--- src/rtl/core_pkg.sv ---
// Core-wide widths and writeback request types shared by the PRF writeback path.
package core_pkg;

   localparam int XLEN    = 32;
   localparam int PREGS   = 64;
   localparam int TAG_W   = $clog2(PREGS);
   localparam int WB_NREQ = 4;

   typedef logic [TAG_W-1:0] preg_tag_t;

   typedef struct packed {
      preg_tag_t       tag;
      logic [XLEN-1:0] data;
   } wb_req_t;

endpackage

--- src/rtl/prf_wb_arbiter_rr_pick.sv ---
// Find-first-set over (req & ~excl) starting at ptr and wrapping; purely combinational.
// No latency, no backpressure: found=0 when nothing eligible.
module rr_pick #(
   parameter int N = 4
) (
   input  logic [N-1:0]         req,
   input  logic [$clog2(N)-1:0] ptr,
   input  logic [N-1:0]         excl,
   output logic                 found,
   output logic [$clog2(N)-1:0] idx
);

   localparam int IW = $clog2(N);

   logic [N-1:0] eligible;
   int           pos;

   assign eligible = req & ~excl;

   // Scan from the far end back toward ptr so the nearest eligible slot wins.
   always_comb begin
      found = 1'b0;
      idx   = '0;
      pos   = 0;
      for (int k = N - 1; k >= 0; k--) begin
         pos = int'(ptr) + k;
         if (pos >= N) pos = pos - N;
         if (eligible[pos]) begin
            found = 1'b1;
            idx   = IW'(pos);
         end
      end
   end

endmodule

--- src/rtl/prf_wb_arbiter.sv ---
// Two-port PRF writeback arbiter: combinational grants (req_ready), registered PRF writes 1 cycle later.
// Ungranted requesters are backpressured by holding req_ready low; they keep valid/tag/data stable.
module prf_wb_arbiter #(
   parameter int XLEN  = core_pkg::XLEN,
   parameter int PREGS = core_pkg::PREGS,
   parameter int N_REQ = core_pkg::WB_NREQ,
   parameter int PRIO0 = 1,
   parameter int CNT_W = 16
) (
   input  logic                             clk,
   input  logic                             reset,
   input  logic [N_REQ-1:0]                 req_valid,
   input  logic [N_REQ*$clog2(PREGS)-1:0]   req_tag,
   input  logic [N_REQ*XLEN-1:0]            req_data,
   output logic [N_REQ-1:0]                 req_ready,
   output logic                             wen0,
   output logic                             wen1,
   output logic [$clog2(PREGS)-1:0]         wtag0,
   output logic [$clog2(PREGS)-1:0]         wtag1,
   output logic [XLEN-1:0]                  wdata0,
   output logic [XLEN-1:0]                  wdata1,
   output logic                             err_dup_tag,
   output logic [CNT_W-1:0]                 contend_cnt
);

   localparam int TW = $clog2(PREGS);
   localparam int IW = $clog2(N_REQ);

   logic [IW-1:0]    rr_ptr;
   logic [IW-1:0]    rr_ptr_nxt;

   logic             prio_hit;
   logic             a_rr_found;
   logic [IW-1:0]    a_rr_idx;
   logic             a_any;
   logic [IW-1:0]    a_idx;
   logic [N_REQ-1:0] a_oh;

   logic             b_found;
   logic [IW-1:0]    b_idx;
   logic [N_REQ-1:0] b_oh;

   logic [TW-1:0]    tag_a;
   logic [TW-1:0]    tag_b;
   logic [XLEN-1:0]  data_a;
   logic [XLEN-1:0]  data_b;

   logic             contend;
   int               nvalid;

   assign prio_hit = (PRIO0 != 0) && req_valid[0];

   rr_pick #(.N(N_REQ)) u_pick_a (
      .req   (req_valid),
      .ptr   (rr_ptr),
      .excl  ({N_REQ{1'b0}}),
      .found (a_rr_found),
      .idx   (a_rr_idx)
   );

   assign a_any = prio_hit || a_rr_found;
   assign a_idx = prio_hit ? '0 : a_rr_idx;

   always_comb begin
      a_oh = '0;
      if (a_any) a_oh[a_idx] = 1'b1;
   end

   // Port 1 is the same round-robin scan with port 0's winner masked out.
   rr_pick #(.N(N_REQ)) u_pick_b (
      .req   (req_valid),
      .ptr   (rr_ptr),
      .excl  (a_oh),
      .found (b_found),
      .idx   (b_idx)
   );

   always_comb begin
      b_oh = '0;
      if (b_found) b_oh[b_idx] = 1'b1;
   end

   assign req_ready = a_oh | b_oh;

   assign tag_a  = req_tag[a_idx*TW +: TW];
   assign tag_b  = req_tag[b_idx*TW +: TW];
   assign data_a = req_data[a_idx*XLEN +: XLEN];
   assign data_b = req_data[b_idx*XLEN +: XLEN];

   // Port 1's winner is always later in RR order than an RR port-0 winner; a priority win of
   // requester 0 never moves the pointer.
   always_comb begin
      rr_ptr_nxt = rr_ptr;
      if (b_found) begin
         rr_ptr_nxt = (b_idx == IW'(N_REQ - 1)) ? '0 : b_idx + 1'b1;
      end else if (a_rr_found && !prio_hit) begin
         rr_ptr_nxt = (a_idx == IW'(N_REQ - 1)) ? '0 : a_idx + 1'b1;
      end
   end

   always_comb begin
      nvalid = 0;
      for (int i = 0; i < N_REQ; i++) begin
         if (req_valid[i]) nvalid = nvalid + 1;
      end
   end

   assign contend = (nvalid > 2);

   always_ff @(posedge clk or posedge reset) begin
      if (reset) begin
         rr_ptr      <= '0;
         wen0        <= 1'b0;
         wen1        <= 1'b0;
         wtag0       <= '0;
         wtag1       <= '0;
         wdata0      <= '0;
         wdata1      <= '0;
         err_dup_tag <= 1'b0;
         contend_cnt <= '0;
      end else begin
         rr_ptr <= rr_ptr_nxt;
         wen0   <= a_any;
         wen1   <= b_found;
         if (a_any) begin
            wtag0  <= tag_a;
            wdata0 <= data_a;
         end
         if (b_found) begin
            wtag1  <= tag_b;
            wdata1 <= data_b;
         end
         if (a_any && b_found && (tag_a == tag_b)) err_dup_tag <= 1'b1;
         if (contend && (contend_cnt != {CNT_W{1'b1}})) contend_cnt <= contend_cnt + 1'b1;
      end
   end

endmodule

--- config.mk ---
export PLATFORM = sky130hd
export DESIGN_NAME = prf_wb_arbiter
export DESIGN_NICKNAME = d
export VERILOG_FILES = /design/src/rtl/core_pkg.sv /design/src/rtl/prf_wb_arbiter_rr_pick.sv /design/src/rtl/prf_wb_arbiter.sv
export SDC_FILE = /design/constraint.sdc
export NUM_CORES = 1
export LEC_CHECK = 0
export CAP_MARGIN = 20
export CORE_MARGIN = 1
export CORE_UTILIZATION = 40
export CTS_CLUSTER_DIAMETER = 80
export DETAILED_ROUTE_END_ITERATION = 12
export GPL_ROUTABILITY_DRIVEN = 0
export PLACE_DENSITY = 0.75
export SLEW_MARGIN = 20
export SYNTH_ARGS = -nofsm -noshare
export SYNTH_HDL_FRONTEND = slang
export SYNTH_SLANG_ARGS = --single-unit
--- constraint.sdc ---
create_clock -name clk -period 4.71 [get_ports clk]
set_clock_uncertainty 0.05 [all_clocks]
set_input_delay 0.471 -clock clk [delete_from_list [all_inputs] [get_ports clk]]
set_output_delay 0.471 -clock clk [all_outputs]
set_load 0.05 [all_outputs]
## Word level (Yosys, flattened, before mapping)

Cells that the tools add are included.
W data, S select, Z words.

- $add $sub $neg: 13
- Multipliers: 2
- $lt $le $gt $ge: 13
- Equal/unequal tests: 4
- Shifts and indexed selects: 4
- Multiplexer cells: 59
- Bitwise logic cells: 3
- Reductions and logical operators: 9

Operators with widths:

| operator | count |
|---|---|
| $shiftx A128 B8 Y32 | 2 |
| $mux W32 | 7 |
| $lt A32 B4 Y1 const B | 4 |
| $add A32 B2 Y32 const B | 3 |
| $ge A32 B4 Y1 const B | 3 |
| $sub A32 B4 Y32 const B | 3 |
| $shiftx A24 B6 Y6 | 2 |
| $gt A32 B3 Y1 const B | 1 |
| $mux W1 | 27 |
| $mux W2 | 13 |
| $add A16 B1 Y16 const B | 1 |
| $bmux W1 S2 | 8 |
| $ne A16 B16 Y1 const B | 1 |
| $mul A2 B2 Y4 const B | 2 |
| $mux W4 | 2 |
| $add A2 B2 Y3 const B | 2 |
| $eq A6 B6 Y1 | 1 |
| $logic_and A1 B1 Y1 | 6 |
| $lt A2 B3 Y1 const B | 2 |
| $add A2 B1 Y2 const B | 2 |
| $and A4 B4 Y4 | 1 |
| $demux W1 S2 | 2 |
| $eq A2 B2 Y1 const B | 2 |
| $ge A2 B1 Y1 const B | 2 |
| other kinds (8) | 8 |

- Bits in registers: 97
- Input bits: 158
- Word-level logic and storage cells: 116

## Logic depth before layout (Yosys ltp)

Gate-level depths: netlist of run 1.

- Depth in word-level cells: 31
- Mapped depth: 18

## Hierarchy

From an unflattened synthesis of run 1, not the netlist that was laid out.

- Cell total of the unflattened synthesis: 583
- Area, all modules: 6414.9 sq um

By module, submodules not included:

| module | times used | cells an instance | area an instance (sq um) | sequential area each (sq um) |
|---|---|---|---|---|
| prf_wb_arbiter | 1 | 553 | 6179.7 | 2427.3 |
| rr_pick | 2 | 15 | 117.6 | 0.0 |

## Worst setup path before layout of run 1

No wires, ideal clock.

- Path type: input to output
- From: in req_valid[3]
- To: out req_ready[1]
- Arrival time: 3.749 ns
- Required time: 4.189 ns
- Path slack: 0.440 ns
- Cell stages on the path: 13
- Cell sequence: buf_2 > nor2b_1 > o21a_1 > nor2_1 > clkbuf_1 > inv_1 > ha_1 > or3b_1 > a32oi_4 > buf_2 > clkbuf_1 > ha_1 > a22o_1

- Longest elaborated chain between the ends: 28

RTL lines:

| what | line | RTL |
|---|---|---|
| start, declared | prf_wb_arbiter.sv:12 | `input logic [N_REQ-1:0] req_valid,` |
| $bmux W1 S2 | prf_wb_arbiter_rr_pick.sv:28 | `if (eligible[pos]) begin` |
| $mux W1 (implied by the code) (2 in a row) | prf_wb_arbiter_rr_pick.sv:28 |  |
| $mux W2 (4 in a row) | prf_wb_arbiter_rr_pick.sv:28 |  |
| $mux W2 | prf_wb_arbiter.sv:62 | `assign a_idx = prio_hit ? '0 : a_rr_idx;` |
| $lt A2 B3 Y1 (implied by the code) / $ge A2 B1 Y1 (equally long branches) | prf_wb_arbiter.sv:66 | `if (a_any) a_oh[a_idx] = 1'b1;` |
| $logic_and A1 B1 Y1 (implied by the code) | prf_wb_arbiter.sv:66 |  |
| $mux W1 (implied by the code) | prf_wb_arbiter.sv:66 |  |
| $demux W1 S2 | prf_wb_arbiter.sv:66 |  |
| [4 not listed] | - |  |
| $mux W1 (implied by the code) (2 in a row) | prf_wb_arbiter_rr_pick.sv:28 |  |
| $mux W2 (4 in a row) | prf_wb_arbiter_rr_pick.sv:28 |  |
| $lt A2 B3 Y1 (implied by the code) / $ge A2 B1 Y1 (equally long branches) | prf_wb_arbiter.sv:80 | `if (b_found) b_oh[b_idx] = 1'b1;` |
| $logic_and A1 B1 Y1 (implied by the code) | prf_wb_arbiter.sv:80 |  |
| $mux W1 (implied by the code) | prf_wb_arbiter.sv:80 |  |
| $demux W1 S2 | prf_wb_arbiter.sv:80 |  |
| $mux W4 | prf_wb_arbiter.sv:80 |  |
| $or A4 B4 Y4 * | prf_wb_arbiter.sv:83 | `assign req_ready = a_oh \| b_oh;` |
| end, declared | prf_wb_arbiter.sv:15 | `output logic [N_REQ-1:0] req_ready,` |

Every way passes the cells marked *; elsewhere a longest branch is shown, timed or not. The select of a mux whose other input is x is not followed.

## Worst setup path in the final report of run 1

- From: in req_valid[3]
- To: out req_ready[3]

Same word-level chain as after synthesis.

==> flow_metrics.tcl, run 1 <==
set metrics [dict create \
    grt_use_total_pct 25.1 \
    required_ns 4.19 \
    cts_hold_buf 0 \
    cp_max_fo 23 \
    worst_pin_slew_ns 0.914 \
    drive_gt1_share_pct 7.93 \
    vias_per_cell 5.25 \
    nets 1186 \
    yosysTopAreaCell "dfrtp_1" \
    yosysMostFrequentCell "nand2_1" \
    whs_ns 0.414 \
    cts_tree "done" \
    startpoint_type "input pin" \
    grt_pass1_vias 6253 \
    place_hpwl_mm 14.7 \
    multi_input_area_um2 3640 \
    drt_iter0_drc 292 \
    syn_area_um2 6320 \
    htreeDepth 3 \
    path_clk_slew_ns 0.07 \
    slowest_delay_ns 0.65 \
    grt_max_degree 78 \
    area_delta_synth_final_pct 48.8 \
    tns_ns 0 \
    die_w_um 128 \
    drc 0 \
    dr.pass1.iters 5 \
    antenna_found_initial 0 \
    arrival_ns 3.75 \
    clockBufferDepth 2 \
    routed_wl_mm 20.2 \
    start_util_pct 41.3 \
    seqCellArea_um2 2430 \
    path_class "in -> out" \
    leakage_uw 0.00407 \
    clock_latency_ns 0.34 \
    num_rows 45 \
    power_uw 4700 \
    yosys_warnings 0 \
    synth_edf_count 0 \
    avgSynthCellArea_um2 8.04 \
    synth_top_area_share_pct 38.4 \
    synth_nets 957 \
    synthArstFlopShare_pct 100 \
    crit_chain "clkdlybuf4s50_1 > nor2b_1 > o21a_1 > nor2_4 > inv_1 > ha_1 > or3b_1 > a32oi_4 > buf_4 > ha_1 > a22o_1 > buf_12" \
    setup_violations 0 \
    die_h_um 128 \
    cts_inserted_buffers 9 \
    yosysUniqueCellTypes 43 \
    port_buffers 256 \
    diodes 0 \
    cts_sinks 97 \
    drv.max_cap_violation_count 0 \
    wl_per_cell_um 16.4 \
    synth_cells 787 \
    crit_slowest_cell "clkdlybuf4s50_1" \
    cts_resized 0 \
    path_common_cell "ha_1" \
    fin_crit_sh_pct 90.8 \
    cp-end-kind "primary output" \
    synth_commonest_cells "316 x nand2_1, 97 x dfrtp_1, 93 x o21ai_0, 59 x nand3_1, 36 x clkbuf_1" \
    grt_pass1_wl_mm 32.0 \
    report.final.slew_viol_count 0 \
    dieArea_um2 16300 \
    yosys_register_bits 97 \
    postCtsSetupRepairBufs 0 \
    fin_crit_ns 4.28 \
    synth_area_leaders "dfrtp_1 38%, nand2_1 19%, mux4_2 12%" \
    antenna_left 0 \
    ios 257 \
    p_per_area_nw_per_um2 499 \
    seq_area_frac_synth_pct 38.4 \
    fmax_mhz 234 \
    via_count 6473 \
    outcome "complete, no violations" \
    postSynth.topFlopCell "dfrtp_1" \
    finalHoldViolCount 0 \
    rsz0062_at_grt "false" \
    core_um2 15300 \
    maxSlewHeadroom_pct 39.1 \
    hold_class "reg -> reg" \
    peakVddDrop_uv 235 \
    cts_root_buffer "clkbuf_16" \
    fill_cells 1369 \
    gr-total-overflow 0 \
]
## logic make-up (layout without fill, tap and decap cells)
kind of cell / after synthesis / count (layout) / share of synthesized area, %
and+or+nand+nor: 423 / 423 / 28.0
AOI/OAI and AO/OA: 134 / 134 / 12.0
DFF: 97 / 97 / 38.4
buffers and inverters: 67 / 301 / 4.41
muxes: 37 / 37 / 12.4
xor gates and xnor gates: 17 / 17 / 2.35
adders and majority gates: 12 / 12 / 2.37
## metrics by stage
| step | instance area (um2) | utilization (%) | std cells | worst slack [ns] |
|---|---|---|---|---|
| floorplan | 6320 | - | 787 | 0.440 |
| global placement | 9060 | 59.2 | 1216 | 0.583 |
| detailed placement | 9060 | 59.2 | 1216 | 0.480 |
| CTS | 9410 | 61.4 | 1232 | 0.438 |
| global route | 9410 | 61.4 | 1232 | 0.296 |
| finish | 9410 | 61.4 | 1232 | 0.435 |
## per-layer routing
| layer | wire length [um] | vias up | global-route usage [%] |
|---|---|---|---|
| met4 | 710 | 0 | 11.5 |
| met5 | 0 | - | 0 |
| met3 | 1450 | 44 | 5.01 |
| li1 | - | 3150 | - |
| met2 | 9730 | 248 | 42.7 |
| met1 | 8340 | 3031 | 30.8 |
## registers in the layout, summed over array words and instances, names as in the netlist
register and count:
wtag1 6, wdata1 32, wdata0 32, wen0 1, wen1 1, wtag0 6, err_dup_tag 1, rr_ptr 2
contend_cnt 16
## power breakdown
group          internal (uW)  switching (uW)  total, uW  leakage [uW]
Combinational            935            1670       2610       0.00275
Clock                    533             318        851      0.000166
Sequential              1080             160       1240       0.00116
## critical path, delay by kind of cell
kind / cells / cell delay, ns
buf+inv: 4 / 1.22
compound gates: 3 / 0.94
simple gates: 3 / 0.71
fa+ha+maj: 2 / 0.41
## path summary, 6_finish.rpt
kind	start	to	slack (ns)	cells past startpoint
worst max-delay path	req_valid[3]	req_ready[3]	0.43	12
worst min-delay path	wdata0[23]	wdata0[23]	0.41	2
worst max register to register	rr_ptr[0]	err_dup_tag	1.08	13
worst min register to register	wdata0[23]	wdata0[23]	0.41	2
max in group asynchronous	reset	wtag0[0]	3.05	3
min in group asynchronous	reset	contend_cnt[11]	0.63	2
## cell type report
| cell class | count | area share (%) |
|---|---|---|
| Multi-Input combinational cell | 623 | 38.7 |
| Timing Repair Buffer | 271 | 28.5 |
| Sequential cell | 97 | 25.8 |
| Tap cell | 211 | 2.81 |
| Clock buffer | 11 | 2.58 |
| Clock inverter | 5 | 1.09 |
| Inverter | 14 | 0.585 |
## layout by cell type (no fill, tap or decap), types with 2 or more instances in the layout
master           count
a21o_1               2
a21oi_1             12
a22o_1               8
a31oi_1             11
and2_1               2
and3_1              10
and4_1               2
buf_4               18
bufinv_16            3
clkbuf_16            9
clkdlybuf4s50_1    252
clkinv_1             2
dfrtp_1             97
ha_1                12
inv_1                7
inv_2                4
mux2_2               2
mux2i_1              2
mux4_2              33
nand2_1            316
nand2b_1             6
nand3_1             59
nand4_1              5
nor2_1               6
nor2_4               2
nor2b_1              3
nor3_1               3
nor4_1               3
o21ai_0             93
xnor2_1             10
xor2_1               7
Note: power is estimated with default switching activity, not from simulation.
==> inputs of run 2 (changes only) <==
- CELL_PAD_IN_SITES_DETAIL_PLACEMENT: unset -> 1
- CELL_PAD_IN_SITES_GLOBAL_PLACEMENT: unset -> 2
- CORE_UTILIZATION: 40 -> 24
- PLACE_DENSITY: 0.75 -> unset
- PLACE_DENSITY_LB_ADDON: unset -> 0.1
==> run 2 against run 1 <==
Routed wire length rose by 26%. Sequential share of layout area down 0.36 points. Clock-buffer cell count is 2 lower. Global-route usage decreased by 5.9 points. Clock power decreased by 10%. Non-clock buffer count rose by 2. Power shrank 0.13%. Register-to-register slack worse by 0.15 ns.
==> flow_metrics.tcl, run 2 (same netlist as run 1, synthesis figures left out) <==
set metrics [dict create \
    outcome "complete, no violations" \
    drc 0 \
    fin_crit_ns 4.27 \
    cts_inserted_buffers 9 \
    cts_root_buffer "clkbuf_16" \
    fill_cells 3067 \
    die_w_um 164 \
    path_clk_slew_ns 0.08 \
    arrival_ns 3.75 \
    fin_cells 1358 \
    slowest_delay_ns 0.64 \
    postCtsSetupRepairBufs 0 \
    drive_gt1_share_pct 8.31 \
    wl_per_cell_um 18.8 \
    nets 1188 \
    grt_pass1_vias 6680 \
    cts_sinks 97 \
    cts_tree "done" \
    clock_latency_ns 0.35 \
    fmax_mhz 234 \
    power.share.clock_pct 16.3 \
    pwr-share-comb_pct 57.2 \
    leakage_uw 0.00406 \
    required_ns 4.19 \
    grt_use_total_pct 19.3 \
    maxSlewHeadroom_pct 34.4 \
    fin_area_um2 9540 \
    seqCellArea_um2 2430 \
    path_class "in -> out" \
    die_h_um 164 \
    cts_hold_buf 0 \
    dr.pass1.iters 4 \
    setup_violations 0 \
    final_common_cell "nand2_1" \
    diodes 0 \
    rsz0062_at_grt "false" \
    crit_chain "clkdlybuf4s50_1 > nand2b_1 > a21oi_1 > nor3_2 > inv_2 > ha_1 > nand2b_1 > and2_1 > nor2_4 > inv_2 > ha_1 > a22o_1 > buf_4" \
    top_regs "wdata0 x32, wdata1 x32, contend_cnt x16" \
    vias_per_cell 4.77 \
    clockBufferDepth 2 \
    drt_iter0_drc 279 \
    peakVddDrop_uv 222 \
    grt_pass1_wl_mm 39.1 \
    drv.max_cap_violation_count 0 \
    grt_max_degree 78 \
    tns_ns 0 \
    antenna_found_initial 1 \
    pwr-share-seq_pct 26.4 \
    antenna_left 0 \
    place_hpwl_mm 18.2 \
    p_per_area_nw_per_um2 492 \
    area_delta_synth_final_pct 50.9 \
    report.final.slew_viol_count 0 \
    placedInstanceArea_um2 9250 \
    dieArea_um2 27000 \
    power_uw 4690 \
    htreeDepth 3 \
    final_util_pct 36.7 \
    cp_max_fo 12 \
    hold_class "in -> async" \
    p_sw_share_pct 48.9 \
    p_int_uw 2400 \
    finalHoldViolCount 0 \
    port_buffers 256 \
    gr-total-overflow 0 \
    ios 257 \
    via_count 6476 \
    multi_input_area_um2 3640 \
    startpoint_type "input pin" \
    worst_pin_slew_ns 0.982 \
    routed_wl_mm 25.6 \
    core_um2 26000 \
    final_cell_mix "316 x nand2_1, 252 x clkdlybuf4s50_1, 97 x dfrtp_1" \
    cp-end-kind "primary output" \
    cts_resized 0 \
    start_util_pct 24.3 \
    place_inst 1342 \
    switchingPower_uw 2290 \
    num_rows 59 \
    crit_slowest_cell "clkdlybuf4s50_1" \
    fin_crit_sh_pct 90.6 \
]
-- run 2: cell types whose count changed in the layout (fill, tap and decap cells not counted), sizes merged --
cell / before / now
buf: 19 / 21
bufinv: 3 / 0
clkbuf: 11 / 9
clkinv: 3 / 2
inv: 12 / 18
-- run 2: worst max-delay path: cells and delay by family --
| kind | cells | cell delay [ns] |
|---|---|---|
| simple gates | 5 | 1.54 |
| fa+ha+maj | 2 | 0.43 |
| buf+inv | 4 | 0.99 |
| compound gates | 2 | 0.29 |
-- run 2: layer usage --
metal | vias to the layer above | global-route usage (%) | wire, um
met5 | - | 0 | 0
met4 | 0 | 4.92 | 330
met3 | 18 | 4.80 | 1740
met2 | 197 | 31.3 | 11700
met1 | 3117 | 25.3 | 11800
li1 | 3144 | - | -
-- run 2: worst paths after layout --
kind / start / to / slack, ns / cells past startpoint
worst max-delay path: req_valid[2] / req_ready[1] / 0.44 / 13
min in group clk: wdata0[18] / wdata0[18] / 0.42 / 2
max in group asynchronous: reset / wdata1[25] / 3.28 / 3
worst min-delay path: reset / contend_cnt[6] / 0.41 / 2
worst min register to register: wdata0[18] / wdata0[18] / 0.42 / 2
worst max register to register: rr_ptr[1] / wdata1[14] / 0.93 / 13
-- run 2: stage by stage --
step	hold slack (ns)	setup WS, ns
floorplan	0.558	0.440
global placement	0.399	0.302
detailed placement	0.406	0.219
CTS	0.422	0.402
global route	0.434	0.210
finish	0.413	0.442
-- run 2: area by class of cell --
cell class	instances	area share, %
Multi-Input combinational cell	623	38.1
Clock inverter	7	0.734
Timing Repair Buffer	273	28.4
Tap cell	335	4.39
Inverter	14	0.577
Sequential cell	97	25.4
Clock buffer	9	2.36
-- run 2: power groups by stage --
stage,Combinational (uW),Clock [uW],Sequential (uW)
finish,2680,766,1240
global route,2880,832,1280
CTS,2730,806,1250
detailed placement,2720,0,1260
global placement,2710,0,1260
floorplan,879,0,2070
==> inputs of run 3 (changes only) <==
- CTS_CLUSTER_SIZE: unset -> 16
- SLEW_MARGIN: 20 -> 30
- TNS_END_PERCENT: unset -> 100
==> run 3 against run 2 <==
Power is essentially flat. Combinational power hardly changed. Fmax about the same. Sequential share of layout area about the same. Critical path type unchanged. Largest power group unchanged.
==> flow_metrics.tcl, run 3 (same netlist as run 1, synthesis figures left out) <==
set metrics [dict create \
    p_per_area_nw_per_um2 491 \
    rsz0062_at_grt "false" \
    cts_sinks 97 \
    path_clk_slew_ns 0.08 \
    crit_slowest_cell "clkdlybuf4s50_1" \
    gr-total-overflow 0 \
    cts_root_buffer "clkbuf_16" \
    routed_wl_mm 25.6 \
    cts_inserted_buffers 9 \
    dr.pass1.iters 4 \
    drive_gt1_share_pct 8.31 \
    slowest_delay_ns 0.64 \
    fill_cells 3066 \
    cts_tree "done" \
    cp_max_fo 12 \
    tns_ns 0 \
    required_ns 4.19 \
    area_delta_synth_final_pct 50.9 \
    whs_ns 0.413 \
    antenna_left 0 \
    setup_violations 0 \
    port_buffers 256 \
    drt_iter0_drc 278 \
    clock_latency_ns 0.35 \
    start_util_pct 24.3 \
    finalHoldViolCount 0 \
    arrival_ns 3.75 \
    outcome "complete, no violations" \
    grt_pass1_vias 6680 \
    diodes 0 \
    multi_input_area_um2 3640 \
    power_uw 4690 \
    die_w_um 164 \
    crit_chain "clkdlybuf4s50_1 > nand2b_1 > a21oi_1 > nor3_2 > inv_2 > ha_1 > nand2b_1 > and2_1 > nor2_4 > inv_2 > ha_1 > a22o_1 > buf_4" \
    drc 0 \
    nets 1188 \
    hold_class "in -> async" \
    grt_max_degree 78 \
    final_common_cell "nand2_1" \
    cp-end-kind "primary output" \
    antenna_found_initial 1 \
    maxSlewHeadroom_pct 41.3 \
    postCtsSetupRepairBufs 0 \
    drv.max_cap_violation_count 0 \
    clockBufferDepth 2 \
    fin_crit_sh_pct 90.7 \
    dieArea_um2 27000 \
    grt_use_total_pct 19.3 \
    fin_crit_ns 4.27 \
    num_rows 59 \
    top_regs "wdata0 x32, wdata1 x32, contend_cnt x16" \
    wl_per_cell_um 18.8 \
    cts_resized 0 \
    path_class "in -> out" \
    report.final.slew_viol_count 0 \
    vias_per_cell 4.77 \
    cts_hold_buf 0 \
    final_cell_mix "316 x nand2_1, 252 x clkdlybuf4s50_1, 97 x dfrtp_1" \
    peakVddDrop_uv 222 \
    grt_pass1_wl_mm 39.1 \
    startpoint_type "input pin" \
    leakage_uw 0.00406 \
    core_um2 26000 \
    via_count 6475 \
    htreeDepth 3 \
    place_hpwl_mm 18.2 \
    fmax_mhz 234 \
    seqCellArea_um2 2430 \
    die_h_um 164 \
    ios 257 \
    worst_pin_slew_ns 0.881 \
]
==> run 3: changes by cell type in the layout (fill, tap and decap cells not counted), sizes merged <==
| cell | change |
|---|---|
| clkinv | +1 |
| inv | -1 |
==> run 3: area by class of cell <==
class	count	area share, %
tap	335	4.39
clock buffer	9	2.36
timing repair buffer	273	28.3
inverter	14	0.590
sequential	97	25.4
clock inverter	7	0.734
multi-input combinational	623	38.1
==> run 3: path summary, 6_finish.rpt <==
check | from | endpoint | slack (ns) | cells past startpoint
min reg2reg | wdata0[18] | wdata0[18] | 0.42 | 2
max in group asynchronous | reset | wdata1[25] | 3.28 | 3
min | reset | contend_cnt[6] | 0.41 | 2
max | req_valid[2] | req_ready[1] | 0.44 | 13
min in group clk | wdata0[18] | wdata0[18] | 0.42 | 2
max reg2reg | rr_ptr[1] | wdata1[14] | 0.93 | 13
==> run 3: critical path, delay by kind of cell <==
kind                       cells  cell delay, ns
and+or+nand+nor                5            1.54
AOI/OAI and AO/OA              2            0.29
adders and majority gates      2            0.43
buffers and inverters          4            0.99
==> run 3: layer usage <==
layer  part of all wire (%)  vias up  track usage [%]  routed length [um]
met5                      0        -                0                   0
met4                    1.3        0             4.92                 330
met3                    6.8       18             4.80                1740
met2                     46      197             31.3               11700
met1                     46     3116             25.3               11800
li1                       -     3144                -                   -
==> run 3: stage by stage <==
| stage | instance area, um2 | util [%] | setup WS, ns | std cells |
|---|---|---|---|---|
| 4_1_cts | 9540 | 36.7 | 0.402 | 1358 |
| 5_1_grt | 9540 | 36.7 | 0.207 | 1358 |
| 3_5_place_dp | 9250 | 35.6 | 0.219 | 1342 |
| 3_3_place_gp | 9250 | 35.6 | 0.302 | 1342 |
| 2_1_floorplan | 6320 | - | 0.440 | 787 |
| 6_report | 9540 | 36.7 | 0.440 | 1358 |
==> run 3: where the power goes <==
group,leakage (uW),internal (uW),switching [uW]
combinational,0.00276,946,1740
clock,0.000142,376,390
sequential,0.00116,1080,164
